--- src/rtl/spi_xfer_ctrl_pkg.sv ---
// Shared definitions for the SPI transmit sequencer: byte width, chip-select
// timing defaults and the controller state encoding.
package spi_xfer_ctrl_pkg;

   localparam int unsigned SPI_BYTE_W   = 8;
   localparam int unsigned CS_SETUP_DEF = 2;
   localparam int unsigned CS_HOLD_DEF  = 2;
   localparam int unsigned CS_CNT_W     = 8;

   typedef enum logic [1:0] {
      StIdle  = 2'b00,
      StSetup = 2'b01,
      StShift = 2'b10,
      StHold  = 2'b11
   } state_e;

endpackage

--- src/rtl/spi_byte_fifo.sv ---
// Circular byte buffer with combinational head; pointers wrap modulo Depth.
// Callers never push when full or pop when empty.
module spi_byte_fifo
   import spi_xfer_ctrl_pkg::*;
#(
   parameter int unsigned Depth = 8,
   localparam int unsigned Cw = $clog2(Depth + 1),
   localparam int unsigned Aw = $clog2(Depth)
) (
   input  logic                  clk_i,
   input  logic                  rst_i,
   input  logic                  push_i,
   input  logic [SPI_BYTE_W-1:0] wdata_i,
   input  logic                  pop_i,
   output logic [SPI_BYTE_W-1:0] rdata_o,
   output logic [Cw-1:0]         count_o,
   output logic                  full_o,
   output logic                  empty_o
);

   logic [SPI_BYTE_W-1:0] mem_q [Depth];
   logic [Aw-1:0]         wr_ptr_q, rd_ptr_q;
   logic [Cw-1:0]         count_q, count_d;

   always_comb begin
      count_d = count_q;
      if (push_i && !pop_i) begin
         count_d = count_q + Cw'(1);
      end else if (!push_i && pop_i) begin
         count_d = count_q - Cw'(1);
      end
   end

   always_ff @(posedge clk_i or posedge rst_i) begin
      if (rst_i) begin
         wr_ptr_q <= '0;
         rd_ptr_q <= '0;
         count_q  <= '0;
      end else begin
         if (push_i) wr_ptr_q <= wr_ptr_q + Aw'(1);
         if (pop_i)  rd_ptr_q <= rd_ptr_q + Aw'(1);
         count_q <= count_d;
      end
   end

   always_ff @(posedge clk_i) begin
      if (push_i) mem_q[wr_ptr_q] <= wdata_i;
   end

   assign rdata_o = mem_q[rd_ptr_q];
   assign count_o = count_q;
   assign full_o  = (count_q == Cw'(Depth));
   assign empty_o = (count_q == '0);

endmodule

--- src/rtl/spi_xfer_ctrl.sv ---
// SPI host transmit sequencer: buffers bytes, then frames them with cs_n and
// streams them gap-free to the byte shifter via tx_start/tx_cmd/tx_done.
module spi_xfer_ctrl
   import spi_xfer_ctrl_pkg::*;
#(
   parameter int unsigned DEPTH    = 8,
   parameter int unsigned CS_SETUP = CS_SETUP_DEF,
   parameter int unsigned CS_HOLD  = CS_HOLD_DEF,
   localparam int unsigned CW = $clog2(DEPTH + 1)
) (
   input  logic                  clk,
   input  logic                  rst,
   input  logic                  wr_en,
   input  logic [SPI_BYTE_W-1:0] wr_data,
   output logic                  full,
   output logic [CW-1:0]         count,
   output logic                  wr_err,
   input  logic                  go,
   output logic                  go_err,
   output logic                  busy,
   output logic                  xfer_done,
   output logic                  cs_n,
   output logic                  tx_start,
   output logic [SPI_BYTE_W-1:0] tx_cmd,
   input  logic                  tx_done
);

   localparam logic [CS_CNT_W-1:0] SetupLast = CS_CNT_W'(CS_SETUP - 1);
   localparam logic [CS_CNT_W-1:0] HoldLast  = CS_CNT_W'(CS_HOLD - 1);

   state_e                state_q, state_d;
   logic [CS_CNT_W-1:0]   cnt_q, cnt_d;
   logic                  cs_n_q, cs_n_d;
   logic                  tx_start_q, tx_start_d;
   logic [SPI_BYTE_W-1:0] tx_cmd_q, tx_cmd_d;
   logic                  wr_err_q, wr_err_d;
   logic                  go_err_q, go_err_d;
   logic                  xfer_done_q, xfer_done_d;

   logic                  idle, go_ok, push, pop, empty;
   logic [SPI_BYTE_W-1:0] head;

   // A write arriving with go on an empty buffer bypasses straight to tx_cmd.
   assign idle  = (state_q == StIdle);
   assign go_ok = idle && go && (!empty || wr_en);
   assign push  = idle && wr_en && !full && !(go_ok && empty);
   assign pop   = (go_ok && !empty) || (state_q == StShift && tx_done && !empty);

   spi_byte_fifo #(
      .Depth (DEPTH)
   ) u_fifo (
      .clk_i   (clk),
      .rst_i   (rst),
      .push_i  (push),
      .wdata_i (wr_data),
      .pop_i   (pop),
      .rdata_o (head),
      .count_o (count),
      .full_o  (full),
      .empty_o (empty)
   );

   always_ff @(posedge clk or posedge rst) begin
      if (rst) state_q <= StIdle;
      else     state_q <= state_d;
   end

   always_comb begin
      state_d = state_q;
      unique case (state_q)
         StIdle:  if (go_ok) state_d = StSetup;
         StSetup: if (cnt_q == SetupLast) state_d = StShift;
         StShift: if (tx_done && empty) state_d = StHold;
         StHold:  if (cnt_q == HoldLast) state_d = StIdle;
         default: state_d = StIdle;
      endcase
   end

   always_comb begin
      cnt_d       = cnt_q;
      cs_n_d      = cs_n_q;
      tx_start_d  = tx_start_q;
      tx_cmd_d    = tx_cmd_q;
      wr_err_d    = wr_en && (!idle || full);
      go_err_d    = go && !go_ok;
      xfer_done_d = 1'b0;
      unique case (state_q)
         StIdle: begin
            if (go_ok) begin
               cs_n_d   = 1'b0;
               cnt_d    = '0;
               tx_cmd_d = empty ? wr_data : head;
            end
         end
         StSetup: begin
            if (cnt_q == SetupLast) begin
               tx_start_d = 1'b1;
               cnt_d      = '0;
            end else begin
               cnt_d = cnt_q + CS_CNT_W'(1);
            end
         end
         StShift: begin
            // Next byte lands before the shifter wraps to index 0.
            if (tx_done) begin
               if (!empty) tx_cmd_d   = head;
               else        tx_start_d = 1'b0;
            end
         end
         StHold: begin
            if (cnt_q == HoldLast) begin
               cs_n_d      = 1'b1;
               xfer_done_d = 1'b1;
            end else begin
               cnt_d = cnt_q + CS_CNT_W'(1);
            end
         end
         default: ;
      endcase
   end

   always_ff @(posedge clk or posedge rst) begin
      if (rst) begin
         cnt_q       <= '0;
         cs_n_q      <= 1'b1;
         tx_start_q  <= 1'b0;
         tx_cmd_q    <= '0;
         wr_err_q    <= 1'b0;
         go_err_q    <= 1'b0;
         xfer_done_q <= 1'b0;
      end else begin
         cnt_q       <= cnt_d;
         cs_n_q      <= cs_n_d;
         tx_start_q  <= tx_start_d;
         tx_cmd_q    <= tx_cmd_d;
         wr_err_q    <= wr_err_d;
         go_err_q    <= go_err_d;
         xfer_done_q <= xfer_done_d;
      end
   end

   assign cs_n      = cs_n_q;
   assign tx_start  = tx_start_q;
   assign tx_cmd    = tx_cmd_q;
   assign wr_err    = wr_err_q;
   assign go_err    = go_err_q;
   assign xfer_done = xfer_done_q;
   assign busy      = !idle || xfer_done_q;

endmodule

--- config.mk ---
export PLATFORM = sky130hd
export DESIGN_NAME = spi_xfer_ctrl
export DESIGN_NICKNAME = d
export VERILOG_FILES = /design/src/rtl/spi_xfer_ctrl_pkg.sv /design/src/rtl/spi_byte_fifo.sv /design/src/rtl/spi_xfer_ctrl.sv
export SDC_FILE = /design/constraint.sdc
export NUM_CORES = 1
export LEC_CHECK = 0
export ABC_AREA = 1
export CAP_MARGIN = 20
export CORE_MARGIN = 2
export CORE_UTILIZATION = 45
export CTS_BUF_LIST = sky130_fd_sc_hd__clkbuf_4
export DETAILED_ROUTE_END_ITERATION = 16
export PLACE_DENSITY = 0.64
export SYNTH_ARGS = -nofsm -noshare
export SYNTH_HDL_FRONTEND = slang
export SYNTH_SLANG_ARGS = --single-unit
--- constraint.sdc ---
create_clock -name clk -period 6.5 [get_ports clk]
set_clock_uncertainty 0.15 [all_clocks]
set_input_delay 1.3 -clock clk [delete_from_list [all_inputs] [get_ports clk]]
set_output_delay 1.3 -clock clk [all_outputs]
set_load 0.02 [all_outputs]
==> results.yml, run 1 <==
run_status:
  status: "complete, no violations"
synth:
  synthMostInstantiatedCell: "nand2_1"
  ys_warn_count: 0
  yosys.area_share.simple: 0.261
  synth_fa_ha_area_frac: 0.0380
  synth_nets: 488
  synth.distinct_cells: 30
  yosys-top-cells-count: "nand2_1, nand3_1, edfxtp_1, dfrtp_1, nor2_1"
  synthMuxAreaShare: 0
  yosysSeqAreaShare: 0.614
  synth_top_family_by_area: "simple AND/OR/NAND/NOR gates"
  synth_top_cell_by_area: "edfxtp_1"
  synth_xor_area_frac: 0.0156
  yosys-top-cells-area: "edfxtp_1, dfrtp_1, nand2_1, nand3_1, ha_1"
  synth-compound-area-share: 0.0305
  synth_area_sq_mm: 0.00448
  synth.avg_cell_area_sq_um: 9.69
  async_reset_ff_frac: 0.340
  synth_ff_type: "edfxtp_1"
  syn-instance-count: 462
  synth_top_area_frac: 0.429
  synth_edf_count: 64
  ys_ff_latch: 97
die:
  initial_core_util: 0.460
  io_pins: 32
  core_area_sq_mm: 0.00973
  rows: 36
  die-area_sq_mm: 0.0108
  fp.dieW_um: 104
  dieHeight_um: 104
setup_path:
  cp_max_fo: 7
  worst_path_most_repeated_cell: "inv_1"
  end_kind: "output port"
  crit_chain: "inv_1, ha_1, inv_1, or2_2, clkdlybuf4s50_1"
  cp_slowest_cell: "clkdlybuf4s50_1"
  cp-start-kind: "flop"
  critPathMaxStageDelay_ps: 540
  required_ps: 5050
  worstSetupPathType: "flop to output port"
  timing.rr.start: "state_q[0]"
  startpoint: "state_q[0]"
  cp.arrival_ps: 2260
final_layout:
  fillerInstances: 904
  stdcell_count: 631
  synthToLayoutAreaGrowth_pct: 12.6
  fin_nets: 519
  antenna_cells: 0
  final_core_utilization: 0.518
  drive_gt1_frac: 0.0643
routing:
  route.detailed.drc: 0
  post_drt_via_cell_ratio: 5.06
  drt_iter0_markers: 256
  ant_nets: 0
  wl_um: 9450
  first_pass_iters: 5
  avgRoutedWirePerCell_um: 15.0
  vias: 3193
timing:
  rsz0062_at_grt: "false"
  finalSetupViolCount: 0
  tightestPinTransition_ps: 1040
  maxSlewHeadroom: 0.309
  slew_viol_final: 0
  maxClockFrequency_mhz: 270
  final_min_period_over_clock_period: 0.571
  hold_viol: 0
  finalSetupTns_ps: 0
  fin_crit_ps: 3710
power_and_ir_drop:
  vdd_drop_max_mv: 0.263
  power.density_mw_per_mm2: 433
  leakagePower_uw: 0.00212
cts:
  cts-root-buf: "clkbuf_4"
  h-tree-depth: 3
  clk_latency_ps: 460
  cts.repair.resized: 0
  cts_tree: "built"
  cts_buffers: 9
  postCtsHoldBufs: 0
  post_cts_buffers: 0
  cts_buffer_depth: 2
  clk_pin_slew_ps: 150
  cts_sinks: 97
placed_design:
  port_buffers: 31
  gp_routability_congestion: 0.840
  placed_cells: 615
  hpwlAfterDp_um: 6500
global_routing:
  grt_pass1_wl_um: 15400
  grt_max_degree: 35
  grt_pass1_vias: 3000
  antenna_found_initial: 0
  grt_usage: 0.186
  grt-ovfl-total: 0
hold_path:
  holdCritStartpoint: "tx_cmd[0]"
  min_path_type: "flop to flop"
job:
  maxCapViolCount: 0
==> critical path: cells and delay by family (launching register included) <==
kind	cells	cell delay, ps
adder cells (fa/ha/maj)	1	320
AND/OR/NAND/NOR	1	270
flip-flops	1	460
buffers and inverters	3	760
==> placed cells by master (no fill, tap or decap), types with 2 or more instances in the layout <==
| master | netlist | final |
|---|---|---|
| a21oi_1 | 9 | 9 |
| buf_4 | 0 | 2 |
| clkbuf_4 | 0 | 10 |
| clkdlybuf4s50_1 | 0 | 31 |
| clkinv_1 | 3 | 3 |
| dfrtp_1 | 32 | 32 |
| edfxtp_1 | 64 | 64 |
| ha_1 | 12 | 12 |
| inv_1 | 27 | 27 |
| inv_4 | 0 | 3 |
| nand2_1 | 161 | 161 |
| nand2_2 | 4 | 4 |
| nand3_1 | 69 | 69 |
| nand4_1 | 2 | 2 |
| nor2_1 | 30 | 30 |
| nor2_2 | 4 | 4 |
| o211ai_1 | 2 | 2 |
| o21ai_0 | 11 | 11 |
| xnor2_1 | 2 | 2 |
| xor2_1 | 6 | 6 |
==> final cells by class <==
cell class | count | area, sq um | share of cell area
Inverter | 31 | 116 | 0.0231
Tap cell | 133 | 166 | 0.0330
Multi-Input combinational cell | 321 | 1550 | 0.307
Clock inverter | 6 | 65.1 | 0.0129
Timing Repair Buffer | 33 | 325 | 0.0645
Clock buffer | 10 | 75.1 | 0.0149
Sequential cell | 97 | 2750 | 0.545
==> flip-flops by register name (all words and copies together), names as in the netlist <==
name,count
xfer_done,1
u_fifo.count_o,4
cnt_q,8
state_q,2
wr_err,1
u_fifo.rd_ptr_q,3
go_err,1
tx_cmd,8
cs_n,1
u_fifo.mem_q,64
tx_start,1
u_fifo.wr_ptr_q,3
==> stage by stage <==
step / setup slack (ps) / hold WS [ps] / total power, uW / cell area (sq um)
2_1_floorplan: 3490 / 321 / 1580 / 4480
3_3_place_gp: 2920 / 322 / 1860 / 4900
3_5_place_dp: 2820 / 318 / 1880 / 4900
4_1_cts: 2750 / 356 / 2200 / 5040
5_1_grt: 2640 / 377 / 2370 / 5040
6_report: 2790 / 348 / 2180 / 5040
==> metal layers <==
metal  vias up  track usage  part of all wire
li1       1593            -                 -
met1      1472        0.257              0.46
met2       114        0.291              0.47
met3        14       0.0308             0.057
met4         0       0.0859             0.021
met5         -            0                 0
==> where the power goes <==
part | internal, uW | total, uW | switching (uW)
combinational | 355 | 991 | 636
sequential | 774 | 867 | 92.5
clock | 123 | 326 | 203
==> cells by family (layout without fill, tap and decap cells) <==
family	Yosys count	after routing
and+or+nand+nor	275	275
DFF	97	97
buffers and inverters	44	80
AOI/OAI and AO/OA	25	25
adders and majority gates	13	13
xor gates and xnor gates	8	8
==> path summary, 6_finish.rpt <==
kind	endpoint	slack [ps]	depth (start not counted)
worst max-delay path	busy	2790	5
worst min-delay path	tx_cmd[0]	350	2
worst max register to register	u_fifo.count_o[3]	3700	13
worst min register to register	tx_cmd[0]	350	2
max in group asynchronous	cs_n	4800	3
min in group asynchronous	tx_cmd[5]	1070	3
(Power assumes the default switching activity.)
==> run 2: changes to the inputs <==
clock period = 3.7 ns   (was 6.5 ns; I/O delays follow)
==> run 2 against run 1 <==
  * Setup slack lost 2200 ps
  * Final area increased by 0.99%
  * Via count down 0.60%
  * Critical path type unchanged
  * Critical endpoint unchanged
==> results.yml, run 2 (same netlist as run 1, synthesis figures left out) <==
cts:
  cts-root-buf: "clkbuf_4"
  cts_buffers: 9
  cts_tree: "built"
  post_cts_buffers: 0
  clk_latency_ps: 450
  h-tree-depth: 3
  cts_buffer_depth: 2
  clk_pin_slew_ps: 150
  cts.repair.resized: 0
  postCtsHoldBufs: 0
  cts_sinks: 97
placed_design:
  place_ws_ps: 625
  hpwlAfterDp_um: 6370
  dpl_cell_area_sq_mm: 0.00490
  port_buffers: 31
  gp_routability_congestion: 0.845
final_layout:
  fin_nets: 519
  finalInstanceArea_sq_mm: 0.00509
  synthToLayoutAreaGrowth_pct: 13.7
  drive_gt1_frac: 0.0643
  antenna_cells: 0
  top_register: "u_fifo.mem_q"
  final_cell_mix: "nand2_1, nand3_1, edfxtp_1"
  largest_reg_flops: 64
  final_common_cell: "nand2_1"
routing:
  route.detailed.drc: 0
  drt_iter0_markers: 194
  avgRoutedWirePerCell_um: 14.9
  post_drt_via_cell_ratio: 5.03
  vias: 3174
  ant_nets: 0
  first_pass_iters: 4
  wl_um: 9370
timing:
  final_min_period_over_clock_period: 0.841
  maxSlewHeadroom: 0.329
  finalSetupViolCount: 0
  setup_ws_ps: 589
  finalSetupTns_ps: 0
  fin_crit_ps: 3110
  hold_viol: 0
  tightestPinTransition_ps: 1010
  maxClockFrequency_mhz: 321
  rsz0062_at_grt: "false"
  slew_viol_final: 0
power_and_ir_drop:
  vdd_drop_max_mv: 0.583
  power_uw: 3980
  leakagePower_uw: 0.00214
  power.density_mw_per_mm2: 781
die:
  initial_core_util: 0.460
  die-area_sq_mm: 0.0108
  dieHeight_um: 104
  io_pins: 32
  rows: 36
  core_area_sq_mm: 0.00973
  fp.dieW_um: 104
setup_path:
  required_ps: 2810
  rrSetupSlack_ps: 970
  critPathMaxStageDelay_ps: 540
  worstSetupPathType: "flop to output port"
  end_kind: "output port"
  crit_chain: "inv_1, ha_1, inv_1, or2_2, clkdlybuf4s50_1"
  worst_path_most_repeated_cell: "inv_1"
  cp_max_fo: 7
  cp-start-kind: "flop"
  cp.arrival_ps: 2220
  cp_slowest_cell: "clkdlybuf4s50_1"
global_routing:
  grt-ovfl-total: 0
  grt_usage: 0.185
  antenna_found_initial: 0
  grt_pass1_wl_um: 15500
  grt_max_degree: 34
  grt_pass1_vias: 3150
run_status:
  status: "complete, no violations"
job:
  maxCapViolCount: 0
hold_path:
  min_path_type: "flop to flop"
run 2: cell count changes in the layout (fill, tap and decap cells not counted):
cell       previous run  this run
inv_6                 0         1
bufinv_16             1         3
inv_4                 3         0
run 2: worst max-delay path: cells and delay by family, from the launching register on:
kind	cells	cell delay, ps
AND/OR/NAND/NOR	1	270
buffers and inverters	3	750
adder cells (fa/ha/maj)	1	300
flip-flops	1	450
run 2: cell type report:
class | count | area [sq um]
fillers | 880 | 4640
flip-flops and latches | 97 | 2750
multi-input cells | 321 | 1550
repair buffers | 33 | 325
well taps | 133 | 166
inverters | 31 | 116
clock inverters | 6 | 115
clock buffers | 10 | 75.1
run 2: metal layers:
| layer | up-vias | share of wire | wire length [um] | global-route usage |
|---|---|---|---|---|
| met5 | - | 0 | 0 | 0 |
| li1 | 1593 | - | - | - |
| met2 | 83 | 0.47 | 4400 | 0.299 |
| met3 | 15 | 0.051 | 475 | 0.0352 |
| met4 | 0 | 0.022 | 205 | 0.0714 |
| met1 | 1483 | 0.46 | 4290 | 0.249 |
run 2: worst paths after layout:
kind / depth (start not counted) / from / to
min: 2 / tx_cmd[7] / tx_cmd[7]
max reg2reg: 13 / state_q[0] / u_fifo.count_o[3]
max: 5 / state_q[0] / busy
max in group asynchronous: 3 / rst / cs_n
min in group asynchronous: 3 / rst / tx_cmd[7]
min reg2reg: 2 / tx_cmd[7] / tx_cmd[7]
run 2: power breakdown:
group,total [uW],internal (uW),switching (uW)
registers,1520,1360,163
logic,1740,624,1110
clock network,718,353,365
run 2: stage by stage:
step                utilization  hold WS, ps  cells
floorplan                     -          321    462
global placement          0.504          320    615
detailed placement        0.504          321    615
CTS                       0.524          361    631
global route              0.524          379    631
finish                    0.524          354    631
